File: config.mk
export PLATFORM = sky130hd
export DESIGN_NAME = key_state_decoder
export DESIGN_NICKNAME = d
export VERILOG_FILES = /design/src/rtl/key_state_decoder.sv
export SDC_FILE = /design/constraint.sdc
export NUM_CORES = 1
export LEC_CHECK = 0
export ABC_AREA = 1
export BUFFER_PORTS_ARGS = -buffer_cell sky130_fd_sc_hd__clkbuf_2
export CELL_PAD_IN_SITES_DETAIL_PLACEMENT = 0
export CELL_PAD_IN_SITES_GLOBAL_PLACEMENT = 1
export CORE_MARGIN = 2
export CORE_UTILIZATION = 42
export CTS_CLUSTER_SIZE = 25
export DETAILED_ROUTE_END_ITERATION = 8
export GPL_ROUTABILITY_DRIVEN = 0
export PLACE_DENSITY_LB_ADDON = 0.1
export SLEW_MARGIN = 5
export SYNTH_ARGS = -nofsm -noshare
export SYNTH_HDL_FRONTEND = slang
export SYNTH_SLANG_ARGS = --single-unit
File: constraint.sdc
create_clock -name clk -period 1.95 [get_ports clk]
set_input_delay 0.195 -clock clk [delete_from_list [all_inputs] [get_ports clk]]
set_output_delay 0.195 -clock clk [all_outputs]
set_load 0.01 [all_outputs]
File: src/rtl/key_state_decoder.sv
// PS/2 set-2 scan byte decoder: handles make, break (F0) and extended (E0) prefixes.
// Produces the last plain make code and a held/released bitmap for the 16 game keys.
module key_state_decoder #(
  parameter int unsigned TIMEOUT_CYCLES = 1_300_000
) (
  input  logic        clk,
  input  logic        rst,
  input  logic [7:0]  rx_data,
  input  logic        rx_valid,
  output logic [6:0]  keyCode,
  output logic [15:0] released,
  output logic        key_event
);

  // state   | meaning
  // IDLE    | no prefix pending; next byte is a plain make or a prefix
  // BRK     | F0 seen; next non-prefix byte is a plain break
  // EXT     | E0 seen; next non-prefix byte is an extended make
  // EXT_BRK | E0 F0 seen; next non-prefix byte is an extended break
  typedef enum logic [1:0] {
    IDLE    = 2'd0,
    BRK     = 2'd1,
    EXT     = 2'd2,
    EXT_BRK = 2'd3
  } state_t;

  localparam logic [7:0] BYTE_EXT = 8'hE0;
  localparam logic [7:0] BYTE_BRK = 8'hF0;

  localparam int unsigned CNT_W = (TIMEOUT_CYCLES > 2) ? $clog2(TIMEOUT_CYCLES) : 1;
  localparam logic [CNT_W-1:0] TMO_LAST = CNT_W'(TIMEOUT_CYCLES - 1);
  localparam logic [CNT_W-1:0] CNT_ONE  = CNT_W'(1);

  state_t           state_q, state_d;
  logic [6:0]       key_code_q, key_code_d;
  logic [15:0]      released_q, released_d;
  logic             key_event_q, key_event_d;
  logic [CNT_W-1:0] tmo_cnt_q, tmo_cnt_d;

  logic             is_prefix;
  logic             tmo_expired;
  logic [15:0]      plain_mask;
  logic [15:0]      ext_mask;

  // One-hot bitmap position of a game key, matched with its full prefix context.
  function automatic logic [15:0] game_key_mask(input logic ext, input logic [7:0] code);
    logic [15:0] m;
    m = '0;
    if (ext) begin
      case (code)
        8'h75:   m[0] = 1'b1;
        8'h72:   m[1] = 1'b1;
        8'h6B:   m[2] = 1'b1;
        8'h74:   m[3] = 1'b1;
        default: m = '0;
      endcase
    end else begin
      case (code)
        8'h29:   m[4]  = 1'b1;
        8'h1D:   m[5]  = 1'b1;
        8'h1C:   m[6]  = 1'b1;
        8'h1B:   m[7]  = 1'b1;
        8'h23:   m[8]  = 1'b1;
        8'h5A:   m[9]  = 1'b1;
        8'h76:   m[10] = 1'b1;
        8'h4D:   m[11] = 1'b1;
        8'h2D:   m[12] = 1'b1;
        8'h15:   m[13] = 1'b1;
        8'h24:   m[14] = 1'b1;
        8'h2B:   m[15] = 1'b1;
        default: m = '0;
      endcase
    end
    return m;
  endfunction

  assign is_prefix   = (rx_data == BYTE_EXT) || (rx_data == BYTE_BRK);
  assign tmo_expired = (state_q != IDLE) && (tmo_cnt_q == TMO_LAST);
  assign plain_mask  = game_key_mask(1'b0, rx_data);
  assign ext_mask    = game_key_mask(1'b1, rx_data);

  always_ff @(posedge clk or negedge rst) begin
    if (!rst) begin
      state_q     <= IDLE;
      key_code_q  <= '0;
      released_q  <= 16'hFFFF;
      key_event_q <= 1'b0;
      tmo_cnt_q   <= '0;
    end else begin
      state_q     <= state_d;
      key_code_q  <= key_code_d;
      released_q  <= released_d;
      key_event_q <= key_event_d;
      tmo_cnt_q   <= tmo_cnt_d;
    end
  end

  always_comb begin
    state_d     = state_q;
    key_code_d  = key_code_q;
    released_d  = released_q;
    key_event_d = 1'b0;
    tmo_cnt_d   = tmo_cnt_q;

    if (rx_valid) begin
      // A byte arriving on the expiry cycle is still decoded in the pending state.
      tmo_cnt_d = '0;
      case (state_q)
        IDLE: begin
          if (rx_data == BYTE_EXT) begin
            state_d = EXT;
          end else if (rx_data == BYTE_BRK) begin
            state_d = BRK;
          end else begin
            key_event_d = 1'b1;
            released_d  = released_q & ~plain_mask;
            if (!rx_data[7]) begin
              key_code_d = rx_data[6:0];
            end
          end
        end
        EXT: begin
          if (rx_data == BYTE_BRK) begin
            state_d = EXT_BRK;
          end else if (rx_data != BYTE_EXT) begin
            state_d     = IDLE;
            key_event_d = 1'b1;
            released_d  = released_q & ~ext_mask;
          end
        end
        BRK: begin
          if (!is_prefix) begin
            state_d     = IDLE;
            key_event_d = 1'b1;
            released_d  = released_q | plain_mask;
            if (!rx_data[7] && (rx_data[6:0] == key_code_q)) begin
              key_code_d = '0;
            end
          end
        end
        EXT_BRK: begin
          if (!is_prefix) begin
            state_d     = IDLE;
            key_event_d = 1'b1;
            released_d  = released_q | ext_mask;
          end
        end
        default: state_d = IDLE;
      endcase
    end else if (state_q == IDLE) begin
      tmo_cnt_d = '0;
    end else if (tmo_expired) begin
      state_d   = IDLE;
      tmo_cnt_d = '0;
    end else begin
      tmo_cnt_d = tmo_cnt_q + CNT_ONE;
    end
  end

  assign keyCode   = key_code_q;
  assign released  = released_q;
  assign key_event = key_event_q;

endmodule

* Word-level counts from Yosys, hierarchy flattened
Cells that the tools add are included.
Widths: inputs -> output; s select.
** Word-level totals
- Register bits :: 47
- Input port bits :: 11
- Output and inout port bits :: 24
- Word-level logic and storage cells :: 108
** Operators by class
- Eq/ne operators :: 36
- Add/subtract/negate cells :: 1
- Mux-type cells :: 48
- Bitwise logic cells :: 6
- Reduce and logical (&&, ||, !) cells :: 12
** Operator list (count)
- $mux 16 :: 6
- $pmux 16 s4 :: 1
- $mux 21 :: 3
- $eq 8x7->1 const B :: 7
- $eq 8x6->1 const B :: 5
- $mux 7 :: 5
- $and 16x16->16 :: 2
- $eq 8x5->1 const B :: 4
- $mux 1 :: 22
- $add 21x1->21 const B :: 1
- $eq 21x21->1 const B :: 1
- $ne 2x2->1 const B :: 9
- $eq 8x8->1 const B :: 2
- $mux 2 :: 8
- $not 16->16 :: 1
- $not 4->16 :: 1
- $or 16x16->16 :: 1
- $or 16x4->16 :: 1
- $pmux 7 s2 :: 1
- $reduce_and 7->1 :: 2
- $ne 8x8->1 const B :: 1
- $eq 7x7->1 :: 1
- $ne 3x3->1 const B :: 2
- $pmux 2 s3 :: 1
- 11 further kinds :: 15

* Logic depth before layout (Yosys ltp)
Gate-level depths: netlist (run 1).
- Depth after elaboration :: 7
- Gate-level depth with buffers :: 10
- Depth with buffers taken out :: 10

* Least setup slack after synthesis (run 1)
No wires, ideal clock.
- Kind :: register to register
- Start :: register tmo_cnt_q[0]
- End :: register tmo_cnt_q[20]
- Path slack :: 605 ps
- Setup time :: 122 ps
- Required time :: 1828 ps
- Arrival time :: 1223 ps
- Cell stages (with the launch flop) :: 9
- Buffers on the path :: 0
- Clock period less this slack :: 1345 ps
- Cells stage by stage :: dfrtp_1 -> ha_1 -> nand2_1 -> nor2_4 -> nand3_2 -> nor2_1 -> nand2_1 -> nor3_1 -> nor2_1
** On the way
- Cells in the longest elaborated chain, start to end :: 5
- Elaborated cells between the ends (all ways) :: 6
- Those cells by class :: 1 x add/sub; 1 x eq/ne; 3 x mux; 1 x reduce/logical
** Ends and longest elaborated chain
- start: declaration :: RTL line 38 : logic [CNT_W-1:0] tmo_cnt_q, tmo_cnt_d;
- start signal: assignment :: RTL line 94 : tmo_cnt_q <= tmo_cnt_d;
- parallel branches: the longest is 2 deep, another holds $add 21x1->21
- $mux 21 * :: RTL line 152 : end else if (tmo_expired) begin
- $mux 21 * :: RTL line 150 : end else if (state_q == IDLE) begin
- $mux 21 * :: RTL line 105 : if (rx_valid) begin
- via tmo_cnt_d[20] :: RTL line 38
Mark *: on every way through the listed nets, which the timed path passes.
A chain may end at the register's enable or synchronous reset.

* Worst setup path in the final report (run 1)
- Start :: register state_q[0]
- End :: register tmo_cnt_q[20]
** On the way
- Cells in the longest elaborated chain, start to end :: 5
- Elaborated cells between the ends (all ways) :: 6
- Those cells by class :: 3 x mux; 3 x reduce/logical
** Ends and longest elaborated chain
- start: declaration :: RTL line 34 : state_t state_q, state_d;
- start signal: assignment :: RTL line 90 : state_q <= state_d;
- $reduce_bool 2->1 :: RTL line 78 : assign tmo_expired = (state_q != IDLE) && (tmo_cnt_q == TMO_LAST);
- $logic_and 1x1->1 :: RTL line 78
- $mux 21 :: RTL line 152
- $mux 21 * :: RTL line 150
- $mux 21 * :: RTL line 105
- via tmo_cnt_d[20] :: RTL line 38
The timed path passes the listed nets; every way through them passes the cells marked *.

==> results of run 1 <==
[cell usage in the layout, fill, tap and decap left out, types with 2 or more instances in the layout]
master	count
a21oi_1	3
buf_4	2
clkbuf_2	34
clkbuf_8	5
clkinv_2	2
dfrtp_1	31
dfstp_2	16
inv_1	45
inv_2	3
nand2_1	136
nand2_2	3
nand3_1	26
nand3_2	4
nand4_1	4
nor2_1	86
nor2_2	2
nor2_4	6
nor3_1	18
o211ai_1	3
o21ai_0	11
o21ai_1	2
o21bai_1	4
xnor2_1	2
xor2_1	7
[state kept, by name, summed over array words and instances (netlist names)]
signal     cells
tmo_cnt_q     21
keyCode        7
released      16
state_q        2
key_event      1
[through the flow]
stage,cell area [um^2],worst slack (ns)
6_report,3270,0.267
5_1_grt,3270,0.110
4_1_cts,3270,0.266
3_5_place_dp,3170,0.283
3_3_place_gp,3170,0.318
2_1_floorplan,2900,0.605
[cell type report]
cell class,count,area share (%)
multi-input combinational,322,45.4
clock buffer,5,2.10
timing repair buffer,38,6.58
sequential,47,36.6
clock inverter,3,0.574
tap,80,3.06
inverter,49,5.70
[power by group through the flow]
stage          sequential [mW]  combinational (mW)  clock (mW)
6_report                  1.23               0.839       0.610
5_1_grt                   1.25               0.961       0.671
4_1_cts                   1.23               0.853       0.644
3_5_place_dp              1.25               0.850           0
3_3_place_gp              1.25               0.841           0
2_1_floorplan             1.24               0.590           0
[synthesized netlist by cell type, types with 2 or more instances]
library cell | instances | share of area [%]
nand2_1 | 136 | 18
nor2_1 | 86 | 11
inv_1 | 45 | 5.8
dfrtp_1 | 31 | 27
nand3_1 | 26 | 4.5
nor3_1 | 18 | 3.1
dfstp_2 | 16 | 15
o21ai_0 | 11 | 1.9
xor2_1 | 7 | 2.1
nor2_4 | 6 | 2.3
nand3_2 | 4 | 1.4
nand4_1 | 4 | 0.86
o21bai_1 | 4 | 1.0
a21oi_1 | 3 | 0.52
inv_2 | 3 | 0.39
nand2_2 | 3 | 0.65
o211ai_1 | 3 | 0.78
buf_2 | 2 | 0.35
nor2_2 | 2 | 0.43
o21ai_1 | 2 | 0.35
xnor2_1 | 2 | 0.60
[critical path: stages, from the launching register on]
cell and delay [ns]:
dfrtp_1 0.53, inv_2 0.28, nand2_4 0.12, nand2_1 0.07, nor2_1 0.05, nand3_2 0.08
nand2_1 0.09, nor2_1 0.22, nand2_1 0.08, nor2_1 0.10
[cell families after synthesis]
group,after synthesis
adders and majority gates,1
and+or+nand+nor,289
DFF,47
xor gates and xnor gates,9
buffers and inverters,53
AOI/OAI and AO/OA,23
[per-layer routing]
| layer | GRT usage (%) | share of wire, % |
|---|---|---|
| met4 | 6.53 | 1.4 |
| met3 | 3.13 | 2.8 |
| met5 | 0 | 0 |
| met2 | 34.9 | 50 |
| met1 | 23.5 | 46 |
[worst paths after layout]
path	start	end	slack, ns	cells after the start
hold reg to reg	tmo_cnt_q[0]	tmo_cnt_q[0]	0.47	1
setup / recovery	state_q[0]	tmo_cnt_q[20]	0.27	9
min in group asynchronous	rst	keyCode[3]	0.42	2
setup reg to reg	state_q[0]	tmo_cnt_q[20]	0.27	9
hold / removal	rx_valid	state_q[1]	0.19	3
max in group asynchronous	rst	released[11]	0.92	3
==> impl_metrics.tcl, run 1 <==
set metrics [dict create \
    status "finished, final reports clean" \
    ir_drop_v 0.000343 \
    worst-setup-path-type "flip-flop to flip-flop" \
    vias 2612 \
    grt_pass1_vias 2536 \
    ant_nets 0 \
    hold_path_class "input port to flip-flop" \
    cts_buffer_depth 2 \
    cp.arrival_ns 1.92 \
    grt_setup_unrepaired "no" \
    power.total_mw 2.68 \
    synth_flop_cell "dfrtp_1" \
    die_w_um 87.1 \
    ys_warn_count 0 \
    grt_pass1_wl_mm 11.6 \
    sw_frac_of_total_pct 39.0 \
    dieArea_mm2 0.00758 \
    power_leakage_nw 1.54 \
    rows 30 \
    worst_pin_slew_ns 0.596 \
    die_h_um 87.1 \
    num_io_pins 35 \
    combPwrFrac_pct 31.3 \
    postCtsSetupRepairBufs 0 \
    portBuffers 34 \
    pwr-share-clk_pct 22.8 \
    n_fill_cell 719 \
    tritoncts "built" \
    avgSynthCellArea_um2 6.87 \
    worstPathMaxFanout 12 \
    wl_mm 6.85 \
    p_sw_mw 1.04 \
    setup_violations 0 \
    area_delta_synth_final_pct 12.9 \
    start_util_pct 43.1 \
    synth-seq-area-share_pct 41.3 \
    synth.ff_latch_count 47 \
    multi_input_area_mm2 0.00149 \
    grt_max_degree 27 \
    synth_compound_gate_area_share_pct 4.58 \
    dr.pass1.iters 4 \
    grt_usage_pct 19.4 \
    placed_cells 535 \
    cts-root-buf "clkbuf_8" \
    maxCapViolCount 0 \
    synth_mux_area_share_pct 0 \
    synthSimpleGateAreaFrac_pct 43.6 \
    synth_fp_nets 434 \
    path_clk_slew_ns 0.10 \
    synthXorXnorAreaFrac_pct 2.72 \
    fin_cells 544 \
    dp_hpwl_mm 5.31 \
    drc_errors 0 \
    worst_skew_pair.late_latency_ns 0.31 \
    internal_power_mw 1.64 \
    antenna_found_initial 0 \
    slew_viol_final 0 \
    synth-edff-count 0 \
    synth_top_family_by_area "simple AND/OR/NAND/NOR gates" \
    fin_setup_tns_ns 0 \
    viasPerCell 4.80 \
    crit_path_end_kind "flip-flop" \
    wl_per_cell_um 12.6 \
    final_nets 475 \
    slew_headroom_pct 60.3 \
    synth_area_mm2 0.00290 \
    fin_skew_ns 0.0143 \
    synth_cell_types 29 \
    cp-start-kind "flip-flop" \
    pwr-share-seq_pct 46.0 \
    cts_resized 0 \
    core-area_mm2 0.00672 \
    cts_made_buffers 5 \
    required_ns 2.19 \
    powerDensity_mw_per_mm2 819 \
    period_needed_ns 1.68 \
    min_period_over_period_pct 86.3 \
    synthCells 422 \
    async_flop_share_pct 100 \
    hold_viol 0 \
    htree_levels 2 \
    hold_ws_ns 0.190 \
    max_freq_mhz 594 \
    overflow 0 \
    drtIter0Drc 117 \
    drive_gt1_share_pct 17.9 \
    synthAdderAreaFrac_pct 0.432 \
    ff_latch_area_mm2 0.00120 \
    cts_hold_buffers 1 \
    fin_util_pct 48.7 \
    n_antenna_cell 0 \
    cts_sinks 47 \
]
Note: power is estimated with default switching activity, not from simulation.
==> inputs of run 2 (changes only) <==
- ABC_AREA: 1 -> default
- CORE_UTILIZATION: 42 -> 44
- CTS_CLUSTER_DIAMETER: default -> 100
==> run 2 against run 1 <==
Effect of this change: worst hold slack better by 0.028 ns; clock skew down 0.0067 ns; cell count fell by 33%; critical path depth down 5; core utilization increased by 5.0 points; count of clock-buffer cells in the layout up 1; non-clock buffer count up 13; flip-flop and latch count unchanged; sequential power fell by 12%; combinational power decreased by 66%; global-route usage fell by 0.28 points; synthesized cell count is 42% lower.
==> impl_metrics.tcl, run 2 <==
set metrics [dict create \
    final_cell_mix "clkbuf_2, dfrtp_1, nor2_1" \
    overflow 0 \
    ant_nets 0 \
    cp-startpoint "tmo_cnt_q[2]" \
    htree_levels 2 \
    worst-r2r-setup-slack_ns 0.24 \
    fin_cells 363 \
    vias 1971 \
    portBuffers 34 \
    worst_pin_slew_ns 0.590 \
    dr.pass1.iters 4 \
    min_period_over_period_pct 87.7 \
    sw_frac_of_total_pct 27.2 \
    fin_util_pct 53.7 \
    placed_cells 354 \
    required_ns 2.18 \
    rows 27 \
    dp_hpwl_mm 3.92 \
    synth_area_mm2 0.00252 \
    drive_gt1_share_pct 33.7 \
    synthCells 246 \
    antenna_found_initial 0 \
    slew_headroom_pct 60.7 \
    ys_warn_count 0 \
    synthTopCellsByCount "dfrtp_1, nor2_1, nand2_1" \
    wl_mm 5.46 \
    cts-root-buf "clkbuf_8" \
    setup.worst_path.end "tmo_cnt_q[15]" \
    start_util_pct 45.7 \
    max_freq_mhz 585 \
    die_w_um 79.6 \
    place_ws_ns 0.0998 \
    cts_sinks 47 \
    hold_path_class "input port to flip-flop" \
    largest_reg_flops 21 \
    powerDensity_mw_per_mm2 691 \
    combPwrFrac_pct 14.0 \
    n_antenna_cell 0 \
    internal_power_mw 1.49 \
    grt_pass1_wl_mm 9.42 \
    power.total_mw 2.05 \
    yosysMostFrequentCell "dfrtp_1" \
    drtIter0Drc 80 \
    netlist_top_cells_area "dfrtp_1, dfstp_2, mux2_2" \
    top_register "tmo_cnt_q" \
    synth_flop_cell "dfrtp_1" \
    fin_skew_ns 0.00755 \
    synth.ff_latch_count 47 \
    grt_max_degree 48 \
    slew_viol_final 0 \
    cts_made_buffers 5 \
    wl_per_cell_um 15.1 \
    grt_usage_pct 19.2 \
    status "finished, final reports clean" \
    cp.arrival_ns 1.94 \
    p_sw_uw 557 \
    grt_pass1_vias 1973 \
    synth_fp_nets 258 \
    core-area_mm2 0.00551 \
    crit_path_end_kind "flip-flop" \
    ir_drop_v 0.000412 \
    yosysTopAreaCell "dfrtp_1" \
    grt_setup_unrepaired "no" \
    synth-edff-count 0 \
    min_from "rx_valid" \
    worst-setup-path-type "flip-flop to flip-flop" \
    reg2reg_from "tmo_cnt_q[2]" \
    final_nets 302 \
    maxCapViolCount 0 \
    fin_setup_tns_ns 0 \
    viasPerCell 5.43 \
    tritoncts "built" \
    cts_buffer_depth 2 \
    async_flop_share_pct 100 \
    worstPathMaxFanout 7 \
    synth_cell_types 44 \
    period_needed_ns 1.71 \
    cts_resized 0 \
    die_h_um 79.6 \
    setup_violations 0 \
    path_clk_slew_ns 0.09 \
    dieArea_mm2 0.00634 \
    num_io_pins 35 \
    rr_worst_depth 4 \
    power_leakage_nw 1.23 \
    drc_errors 0 \
    synth-seq-area-share_pct 47.5 \
    rr_endpoint "tmo_cnt_q[15]" \
    whs_path_depth 2 \
    hold_viol 0 \
    synth_top_area_share_pct 30.8 \
    worst_skew_pair.late_latency_ns 0.30 \
    pwr-share-seq_pct 53.0 \
    avgSynthCellArea_um2 10.2 \
    cp-start-kind "flip-flop" \
    layout_commonest_cell "clkbuf_2" \
    pwr-share-clk_pct 33.0 \
    setup_ws_ns 0.240 \
    area_delta_synth_final_pct 17.6 \
]
==> run 2: repair_timing <==
action	4_1_cts	5_1_grt
setup buffers	0	0
endpoints found under the setup margin	0	2
hold buffers	1	0
hold endpoints to repair	22	0
==> run 2: per-stage QoR <==
| step | area (um^2) | hold WS [ns] |
|---|---|---|
| after floorplan | 2520 | -0.101 |
| after global placement | 2840 | 0.326 |
| after detailed placement | 2840 | 0.332 |
| after CTS | 2960 | 0.208 |
| after global routing | 2960 | 0.243 |
| final | 2960 | 0.219 |
==> run 2: cell type report <==
| cell class | instances | area [um^2] |
|---|---|---|
| clock buffers | 6 | 93.8 |
| repair buffers | 51 | 313 |
| fillers | 513 | 2550 |
| inverters | 5 | 18.8 |
| clock inverters | 2 | 13.8 |
| well taps | 72 | 90.1 |
| flip-flops and latches | 47 | 1200 |
| multi-input cells | 180 | 1230 |
==> run 2: metal layers <==
layer	wire length, um	track usage (%)	share of wire [%]	vias up
met5	0	0	0	-
met4	41	5.69	0.75	0
met3	162	3.96	3.0	4
met2	2870	34.2	52	30
met1	2390	23.1	44	971
li1	-	-	-	966
==> run 2: how the worst min path moves through the flow <==
stage,to
floorplan,keyCode[0]
global placement,keyCode[0]
detailed placement,keyCode[0]
CTS,tmo_cnt_q[2]
global route,tmo_cnt_q[2]
finish,tmo_cnt_q[2]
==> run 2: cells by family (layout without fill, tap and decap cells) <==
family                     count (synthesis)  count (layout)  synth area share, %
and+or+nand+nor                          116             116                 26.9
DFF                                       47              47                 47.5
adders and majority gates                  1               1                0.497
muxes                                     17              17                 7.56
buffers and inverters                     19              64                 3.43
xor gates and xnor gates                  21              21                 7.31
AOI/OAI and AO/OA                         25              25                 6.76
==> run 2: worst max-delay path, cell delays in order, from the launching register on <==
cell and delay [ns]:
dfrtp_1 0.47, nand3_1 0.14, or3_1 0.41, or4_4 0.49
a21oi_2 0.13
==> run 2: power groups by stage <==
stage	clock network [mW]	registers (mW)	logic [mW]
after floorplan	0	1.12	0.146
after global placement	0	1.10	0.288
after detailed placement	0	1.10	0.290
after CTS	0.704	1.09	0.292
after global routing	0.746	1.09	0.328
final	0.674	1.08	0.287
